**config.mk**
```make
export PLATFORM = sky130hd
export DESIGN_NAME = encoder_velocity
export DESIGN_NICKNAME = d
export VERILOG_FILES = /design/src/rtl/enc_pkg.sv /design/src/rtl/enc_movavg.sv /design/src/rtl/encoder_velocity.sv
export SDC_FILE = /design/constraint.sdc
export NUM_CORES = 1
export LEC_CHECK = 0
export BUFFER_PORTS_ARGS = -buffer_cell sky130_fd_sc_hd__buf_4
export CAP_MARGIN = 15
export CORE_ASPECT_RATIO = 0.9
export CORE_MARGIN = 4
export CORE_UTILIZATION = 34
export DETAILED_ROUTE_END_ITERATION = 10
export HOLD_SLACK_MARGIN = 0.08
export SLEW_MARGIN = 20
export SYNTH_ARGS = -nofsm -noshare
export SYNTH_HDL_FRONTEND = slang
export SYNTH_SLANG_ARGS = --single-unit
```
**constraint.sdc**
```tcl
create_clock -name clk -period 12.19 [get_ports clk]
set_clock_uncertainty 0.05 [all_clocks]
set_input_delay 0.6095 -clock clk [delete_from_list [all_inputs] [get_ports clk]]
set_output_delay 0.6095 -clock clk [all_outputs]
set_load 0.02 [all_outputs]
```
**src/rtl/enc_pkg.sv**
```systemverilog
// Shared types and constants for the encoder velocity block.
// Holds the measurement state encoding and the modular delta helper.
package enc_pkg;

    localparam int ENC_W              = 32;
    localparam int DEFAULT_SAMPLE_DIV = 500000;

    typedef enum logic [1:0] {
        IDLE  = 2'd0,
        PRIME = 2'd1,
        FILL  = 2'd2,
        RUN   = 2'd3
    } enc_state_t;

    // Modular difference; read as signed so a count wrap gives a small step.
    function automatic logic [ENC_W-1:0] enc_delta(input logic [ENC_W-1:0] cur,
                                                   input logic [ENC_W-1:0] prev);
        return cur - prev;
    endfunction

endpackage

```
**src/rtl/enc_movavg.sv**
```systemverilog
// Ring buffer of the last N deltas with a running sum; average = floor(sum / N).
// Push in cycle T -> o_avg/o_avg_vld/o_full registered at T+1; i_clear beats i_push.
module enc_movavg
    import enc_pkg::*;
#(
    parameter int AVG_LOG2 = 2
) (
    input  logic                    clk,
    input  logic                    resetn,
    input  logic                    i_push,
    input  logic                    i_clear,
    input  logic signed [ENC_W-1:0] i_delta,
    output logic signed [ENC_W-1:0] o_avg,
    output logic                    o_avg_vld,
    output logic                    o_full
);

    localparam int N  = 1 << AVG_LOG2;
    localparam int SW = ENC_W + AVG_LOG2;
    localparam int PW = (AVG_LOG2 == 0) ? 1 : AVG_LOG2;
    localparam int CW = AVG_LOG2 + 1;

    logic signed [ENC_W-1:0] r_buf [N];
    logic        [PW-1:0]    r_wr_ptr;
    logic        [CW-1:0]    r_fill;
    logic signed [SW-1:0]    r_sum;
    logic signed [ENC_W-1:0] r_avg;
    logic                    r_avg_vld;
    logic                    r_full;

    logic signed [ENC_W-1:0] w_oldest;
    logic signed [SW-1:0]    w_sum_nxt;
    logic signed [SW-1:0]    w_shift;
    logic                    w_last_fill;

    // The slot under the write pointer holds the oldest delta once the window is full.
    assign w_oldest    = r_full ? r_buf[r_wr_ptr] : '0;
    assign w_sum_nxt   = r_sum + SW'(i_delta) - SW'(w_oldest);
    assign w_shift     = w_sum_nxt >>> AVG_LOG2;
    assign w_last_fill = (r_fill == CW'(N - 1));

    always_ff @(posedge clk) begin
        if (!resetn) begin
            for (int i = 0; i < N; i++) r_buf[i] <= '0;
            r_wr_ptr  <= '0;
            r_fill    <= '0;
            r_sum     <= '0;
            r_avg     <= '0;
            r_avg_vld <= 1'b0;
            r_full    <= 1'b0;
        end else begin
            r_avg_vld <= 1'b0;
            if (i_clear) begin
                for (int i = 0; i < N; i++) r_buf[i] <= '0;
                r_wr_ptr <= '0;
                r_fill   <= '0;
                r_sum    <= '0;
                r_full   <= 1'b0;
            end else if (i_push) begin
                r_buf[r_wr_ptr] <= i_delta;
                r_wr_ptr        <= (r_wr_ptr == PW'(N - 1)) ? '0 : r_wr_ptr + 1'b1;
                r_sum           <= w_sum_nxt;
                if (!r_full)
                    r_fill <= r_fill + 1'b1;
                if (w_last_fill)
                    r_full <= 1'b1;
                if (r_full || w_last_fill) begin
                    r_avg     <= w_shift[ENC_W-1:0];
                    r_avg_vld <= 1'b1;
                end
            end
        end
    end

    assign o_avg     = r_avg;
    assign o_avg_vld = r_avg_vld;
    assign o_full    = r_full;

endmodule

```
**src/rtl/encoder_velocity.sv**
```systemverilog
// Samples the encoder count every SAMPLE_DIV cycles, emits delta and moving-average velocity.
// Tick at T -> delta at T+1 -> velocity/velocityValid at T+2; counter writes drop the window.
module encoder_velocity
    import enc_pkg::*;
#(
    parameter int SAMPLE_DIV = DEFAULT_SAMPLE_DIV,
    parameter int AVG_LOG2   = 2
) (
    input  logic             clk,
    input  logic             resetn,
    input  logic             enable,
    input  logic [ENC_W-1:0] encoderValue,
    input  logic             encoderWrite,
    output logic [ENC_W-1:0] delta,
    output logic [ENC_W-1:0] velocity,
    output logic             velocityValid,
    output logic             windowFull
);

    localparam int TW = $clog2(SAMPLE_DIV);

    enc_state_t              r_state;
    enc_state_t              w_state_nxt;
    logic        [TW-1:0]    r_tick_cnt;
    logic        [ENC_W-1:0] r_prev;
    logic signed [ENC_W-1:0] r_delta;
    logic                    r_push;

    logic                    w_tick;
    logic                    w_accept;
    logic                    w_prime;
    logic                    w_sample;
    logic                    w_clear;
    logic signed [ENC_W-1:0] w_avg;
    logic                    w_avg_vld;
    logic                    w_full;

    assign w_tick = enable && (r_tick_cnt == TW'(SAMPLE_DIV - 1));

    always_ff @(posedge clk) begin
        if (!resetn)
            r_tick_cnt <= '0;
        else if (!enable || w_tick)
            r_tick_cnt <= '0;
        else
            r_tick_cnt <= r_tick_cnt + 1'b1;
    end

    // A counter write in the tick cycle makes that sample meaningless, so it is never accepted.
    assign w_accept = w_tick && !encoderWrite;
    assign w_prime  = w_accept && (r_state == PRIME);
    assign w_sample = w_accept && ((r_state == FILL) || (r_state == RUN));
    assign w_clear  = !enable || encoderWrite;

    always_ff @(posedge clk) begin
        if (!resetn)
            r_state <= IDLE;
        else
            r_state <= w_state_nxt;
    end

    always_comb begin
        w_state_nxt = r_state;
        if (!enable) begin
            w_state_nxt = IDLE;
        end else if (encoderWrite) begin
            w_state_nxt = PRIME;
        end else begin
            unique case (r_state)
                IDLE:    w_state_nxt = PRIME;
                PRIME:   if (w_tick) w_state_nxt = FILL;
                FILL:    if (w_full) w_state_nxt = RUN;
                RUN:     w_state_nxt = RUN;
                default: w_state_nxt = IDLE;
            endcase
        end
    end

    always_ff @(posedge clk) begin
        if (!resetn) begin
            r_prev  <= '0;
            r_delta <= '0;
            r_push  <= 1'b0;
        end else begin
            r_push <= w_sample;
            if (w_prime)
                r_prev <= encoderValue;
            if (w_sample) begin
                r_delta <= enc_delta(encoderValue, r_prev);
                r_prev  <= encoderValue;
            end
        end
    end

    enc_movavg #(
        .AVG_LOG2 (AVG_LOG2)
    ) u_movavg (
        .clk       (clk),
        .resetn    (resetn),
        .i_push    (r_push),
        .i_clear   (w_clear),
        .i_delta   (r_delta),
        .o_avg     (w_avg),
        .o_avg_vld (w_avg_vld),
        .o_full    (w_full)
    );

    assign delta         = r_delta;
    assign velocity      = w_avg;
    assign velocityValid = w_avg_vld;
    assign windowFull    = w_full;

endmodule

```
# == Word level (Yosys, flattened, before mapping) ==
# Memories as Yosys holds them, arrays and structs flattened. A register that Yosys moved wholly into a read port is not among the register bits.
# Index checks and enable logic that the tools add are counted.
# classes
magnitude_cmp,0
addsub,6
multipliers,0
bitwise_logic,9
mux,26
div_mod_pow,0
shift,0
n_reduce_logical,23
n_eq_ne,10
# op_table
cell,count
$mux W32,8
$add A34 B32 Y34,1
$sub A34 B32 Y34,1
$reduce_or A32 Y1,1
$sub A32 B32 Y32,1
$add A19 B1 Y19 const B,1
$eq A19 B19 Y1 const B,1
$mux W2,6
$mux W1,11
$reduce_and A2 Y1,5
$pmux W2 S4,1
$eq A2 B2 Y1 const B,3
$reduce_or A3 Y1,2
$not A1 Y1,5
$logic_and A1 B1 Y1,4
$logic_or A1 B1 Y1,4
$or A1 B1 Y1,4
$reduce_or A2 Y1,2
$add A3 B1 Y3 const B,1
$eq A3 B2 Y1 const B,1
$ne A3 B2 Y1 const B,1
$ne A3 B3 Y1 const B,1
$reduce_and A3 Y1,1
$add A2 B1 Y2 const B,1
other kinds (6),7
# totals
memories,1
output_inout_bits,66
mem_bits_ro,0
latch_bits,0
mem_bits_rw,128
ff_bits,159
word_cells,87
# memory_table
name,depth,width,read_ports,rd_ports_with_merged_regs,wr,line,text
u_movavg.r_buf,4,32,1,1,4,enc_movavg.sv:23,logic signed [ENC_W-1:0] r_buf [N];

# == Longest topological paths before layout ==
# depth
depth_word,7
ltp_mapped,17
mapped_depth_nobuf,16

# == Hierarchy ==
# From an unflattened synthesis, not the netlist that was laid out.
# unflattened
cells_unflattened,1779
area_unflattened_um2,16777.3
# modules_own_cells
module,seq_area_each_um2,area_per_inst_um2,instances,cells_each
enc_movavg,5345.1,11788.8,1,1126
encoder_velocity,1721.7,4988.5,1,653

# == Worst setup path before layout ==
# Ideal clock, no wire load.
# synth_path
path_type,reg-to-reg
start,register (tool-made name)
end,register u_movavg.r_avg[29] (netlist: u_movavg.o_avg[29])
required_ns,12.017
setup_slack_ns,7.696
arrival_time_ns,4.321
stages_incl_launch_ff,18
cell_sequence,dfxtp_1 clkbuf_1 buf_1 mux4_2 and2_1 fa_1 inv_1 ha_1 buf_2 a211o_1 a21oi_1 a211o_1 a41oi_1 a21oi_1 o21ai_1 a31oi_1 xor2_1 o21ai_0
# synth_rtl
element,line,text
end signal: assignment,enc_movavg.sv:68,r_avg <= w_shift[ENC_W-1:0];
end: declaration,enc_movavg.sv:27,logic signed [ENC_W-1:0] r_avg;

==> results <==
- The total area inside the core boundary comes to 46730 sq um.
- The area of the multi-input gates is 8061 sq um.
- Input and output buffers added on the ports amount to 101.
- The clock network is responsible for 48.8% of the overall power.
- Dividing the synthesized area by the synthesized cell count gives 9.679 sq um.
- After synthesis, the cell types taking the most area are sky130_fd_sc_hd__edfxtp_1, sky130_fd_sc_hd__dfxtp_1, sky130_fd_sc_hd__and2_1.
- After the last flow step, the layout net total stands at 1885.
- Of all flip-flops after synthesis, the portion carrying an async set or reset was 0%.
- The top cell type by area accounts for 23.88% of the synthesized area.
- The length of the first detailed-routing pass in iterations is 5.
- The worst-case IR drop observed on VDD is 0.06952 mV.
- The start-to-end type of the worst setup path is flip-flop to flip-flop.
- Cells with a size suffix above 1 make up 12.56% of the layout.
- The prevailing post-synth register cell is sky130_fd_sc_hd__dfxtp_1.
- The hold buffer count at CTS is 0.
- The worst hold-check path type is input pin to flip-flop.
- The post-detailed-placement half-perimeter wirelength is 29470 um.
- The number of max-slew violations in the final report came to 0.
- The synthesized design spends more area on one cell type than any other, namely sky130_fd_sc_hd__edfxtp_1.
- The part of the power in combinational logic is 4.2%.
- The number of vias after detailed routing is 11660.
- The cell row count is 75.
- After detailed routing, the number of vias per cell comes to 4.892.
- After clock tree synthesis, the clock-pin slew on the worst setup and hold paths is 60 ps.
- The antenna violation net count after detailed routing is 0.
- The switching power as a share of total power is 21.13%.
- The final hold violation count was 0.
- The synthesized cell area is 16100 sq um.
- The worst slew slack as a fraction of its limit is 37.52%.
- The number of antenna violations at the first check in global routing is 0.
- The final weighted congestion in routability-driven placement is 0.8934.
- After filler insertion, the fill cell instance count of the layout stands at 4642.
- For the worst-skew pair, the clock arrives at the later sink with an insertion delay of 520 ps.
- The post-cts gate resize count is 0.
- From bottom edge to top edge, the die measures 214.4 um.
- The total negative slack is 0 ps.
- The end of the worst register-to-register path is u_movavg.r_sum[32]$_SDFFE_PP0P_.
- Across all register-to-register paths, the minimum setup slack is 7210 ps.
- The count of endpoints failing setup in the final report is 0.
- The first global-routing pass estimated 65020 um of wire.
- The share of total power dissipated in sequential elements is 47.0%.
- The residual DRC count is 0.
- Summed over all layers, the global routing overflow is 0.
- The post-route fraction of the period consumed by the critical path is 40.85%.
- Dividing the detail-routed wire length by the instance count gives 16.83 um.
- Setup repair after global routing left no endpoint under its margin.
- The H-tree depth is 2.
- The number of storage elements in the synthesis netlist is 289.
- Cells fill 39.93% of the core in the end.
- Sequential elements use 43.91% of the synthesized area.
- The standby leakage power is 7.448 nW.
- The count of antenna diodes in the layout is 0.
- The layout overhead on the synthesized area is 15.92%.
- TritonCTS built the clock tree.
- The number of global-route vias before repair is 11690.
- The kind of start point of the critical path is a flip-flop.
- The number of warnings issued by yosys is 0.
- The library cells used most frequently in the layout, excluding fill and tap cells, are sky130_fd_sc_hd__nand2_1, sky130_fd_sc_hd__inv_1, sky130_fd_sc_hd__and2_1.
- Total power for the finished layout comes to 0.002191 W.
- After synthesis, the netlist uses 74 different library cells.
- From left edge to right edge, the die measures 237.3 um.
- The cell depth of the worst flop-to-flop path is 14.
- The die covers 50890 sq um.
- The net count after synthesis is 1806.
- The number of sinks on the clock net is 289.
- For hold timing, the worst endpoint is r_prev[4]$_SDFFE_PN0P_.
- The register area is 7069 sq um.
- The root buffer cell is sky130_fd_sc_hd__clkbuf_16.
- The worst setup path is captured at a flip-flop.
- The flow ran to the end, and the final reports show no timing, DRC or antenna violations.
- The internal power is 0.001728 W.
- Data on the critical path is required at its endpoint by 12560 ps.
- The startpoint identified for the worst hold timing path is encoderValue[4].
- For the pin with the worst max-slew slack, the measured transition is 933.7 ps.
- The most frequent standard cell in the layout excluding fill and tap cells is sky130_fd_sc_hd__nand2_1.
- The number of synthesized flops with an enable pin is 128.
- Along the worst hold path, the cell count comes to 3.
- The hold slack is 309.6 ps.
- The reported net switching power is 0.0004630 W.
- The total clock buffers created by CTS is 35.
- In this run the count of I/O pins placed on the die edge is 102.
- The effective utilization at floorplan is 34.44%.
- The final layout contains routed wiring with a total length of 40130 um.
- The post-CTS repair timing setup buffer count is 0.
- In the global route stage, overall resource usage came out at 15.58%.
- The biggest fanout along the worst timing path is 19.
- For this block, the initial DRC count from the detailed router was 782.
- After technology mapping, the gate count stands at 1663.
- The achievable clock frequency is 0.2008 GHz.
- Max-cap violations in this run came to 0.
- The pin count of the biggest net entering global routing is 59.
- The number of buffers between clock root and the deepest sink is 3.
- The power density over cell area is 117.4 nW/um^2.
- The routed design could run at a clock period as short as 4980 ps.
- The arrival time of the worst setup path is 5350 ps.
-- power groups by stage --
stage	logic, W	registers [W]	clock network (W)
floorplan	0.0000605	0.00105	0
global placement	0.0000912	0.00105	0
detailed placement	0.0000920	0.00105	0
CTS	0.0000924	0.00103	0.00110
global route	0.000102	0.00103	0.00113
finish	0.0000919	0.00103	0.00107
-- how the worst max path moves through the flow --
stage,startpoint,endpoint,depth (start not counted)
after floorplan,flip-flop,u_movavg.o_avg[29]$_SDFFE_PN0P_,17
after global placement,flip-flop,u_movavg.r_sum[28]$_SDFFE_PP0P_,17
after CTS,flip-flop,u_movavg.r_sum[32]$_SDFFE_PP0P_,14
after detailed placement,flip-flop,u_movavg.r_sum[28]$_SDFFE_PP0P_,14
final,flip-flop,u_movavg.r_sum[32]$_SDFFE_PP0P_,14
after global routing,flip-flop,u_movavg.r_sum[32]$_SDFFE_PP0P_,17
-- Yosys cell counts (3+ instances only) --
cell / number
sky130_fd_sc_hd__nand2_1: 178
sky130_fd_sc_hd__inv_1: 177
sky130_fd_sc_hd__and2_1: 161
sky130_fd_sc_hd__dfxtp_1: 161
sky130_fd_sc_hd__edfxtp_1: 128
sky130_fd_sc_hd__a21oi_1: 127
sky130_fd_sc_hd__nor2_1: 104
sky130_fd_sc_hd__ha_1: 73
sky130_fd_sc_hd__clkbuf_1: 59
sky130_fd_sc_hd__xnor2_1: 43
sky130_fd_sc_hd__o21ai_0: 37
sky130_fd_sc_hd__a21o_1: 34
sky130_fd_sc_hd__fa_1: 34
sky130_fd_sc_hd__nand3_1: 32
sky130_fd_sc_hd__mux2i_1: 31
sky130_fd_sc_hd__mux4_2: 31
sky130_fd_sc_hd__xor2_1: 28
sky130_fd_sc_hd__nand4_1: 18
sky130_fd_sc_hd__a211oi_1: 17
sky130_fd_sc_hd__and3_1: 15
sky130_fd_sc_hd__buf_1: 13
sky130_fd_sc_hd__o21bai_1: 10
sky130_fd_sc_hd__a31oi_1: 9
sky130_fd_sc_hd__nand2b_1: 9
sky130_fd_sc_hd__a22o_1: 8
sky130_fd_sc_hd__nor3_1: 8
sky130_fd_sc_hd__or3_1: 8
sky130_fd_sc_hd__o211ai_1: 7
sky130_fd_sc_hd__o31ai_1: 7
sky130_fd_sc_hd__nor2b_1: 6
sky130_fd_sc_hd__nor4_1: 6
sky130_fd_sc_hd__o21a_1: 6
sky130_fd_sc_hd__a211o_1: 5
sky130_fd_sc_hd__buf_2: 5
sky130_fd_sc_hd__o21ai_1: 5
sky130_fd_sc_hd__and4_1: 4
sky130_fd_sc_hd__or4_1: 4
sky130_fd_sc_hd__o2111ai_1: 3
sky130_fd_sc_hd__o211a_1: 3
sky130_fd_sc_hd__or2_2: 3
-- routing by layer --
metal,GRT usage [%],up-vias,wire [um]
li1,-,5853,-
met1,22.96,5543,20200
met2,24.46,212,17830
met3,2.212,54,1405
met4,3.405,0,697
met5,0,-,0
-- layout make-up --
type | instances | area share (%)
inverter | 178 | 3.581
tap | 616 | 4.131
clock inverter | 13 | 0.9053
sequential | 289 | 37.89
clock buffer | 50 | 5.459
multi-input combinational | 1118 | 43.21
timing repair buffer | 120 | 4.828
-- stage by stage --
step	worst slack (ps)	cells	instance area (sq um)
after floorplan	7696	1663	16100
after global placement	7238	2320	17460
final	7210	2384	18660
after CTS	7129	2383	18650
after global routing	6774	2384	18660
after detailed placement	7150	2320	17460
-- kinds of logic (layout without fill, tap and decap cells) --
| kind of cell | after synthesis | after routing | share of synthesized area [%] |
|---|---|---|---|
| buf+inv | 256 | 361 | 6.032 |
| mux | 64 | 64 | 6.405 |
| simple gates | 571 | 571 | 17.82 |
| fa+ha+maj | 107 | 107 | 9.904 |
| flops | 289 | 289 | 43.91 |
| compound gates | 305 | 305 | 12.06 |
| xor+xnor | 71 | 71 | 3.864 |
-- state kept, by name, summed over array words and instances (netlist names), named ones only --
name / count
u_movavg.r_buf: 128
u_movavg.r_sum: 34
delta: 32
r_prev: 32
u_movavg.o_avg: 32
r_tick_cnt: 19
u_movavg.r_fill: 3
r_state: 2
u_movavg.r_wr_ptr: 2
r_push: 1
u_movavg.o_avg_vld: 1
u_movavg.o_full: 1
-- worst max-delay path, stage by stage (launching register included) --
cell                       delay (ps)
sky130_fd_sc_hd__dfxtp_2          650
sky130_fd_sc_hd__buf_4            470
sky130_fd_sc_hd__mux4_2           540
sky130_fd_sc_hd__and2_1           180
sky130_fd_sc_hd__fa_1             490
sky130_fd_sc_hd__fa_1             480
sky130_fd_sc_hd__nor2b_1          190
sky130_fd_sc_hd__o31ai_1          140
sky130_fd_sc_hd__a2111o_1         420
sky130_fd_sc_hd__a21oi_1          330
sky130_fd_sc_hd__o21ai_1          100
sky130_fd_sc_hd__nand2_1          130
sky130_fd_sc_hd__a21oi_1          130
sky130_fd_sc_hd__or4b_1           480
sky130_fd_sc_hd__o311ai_1         100
Power figures use the tool's default switching activity.
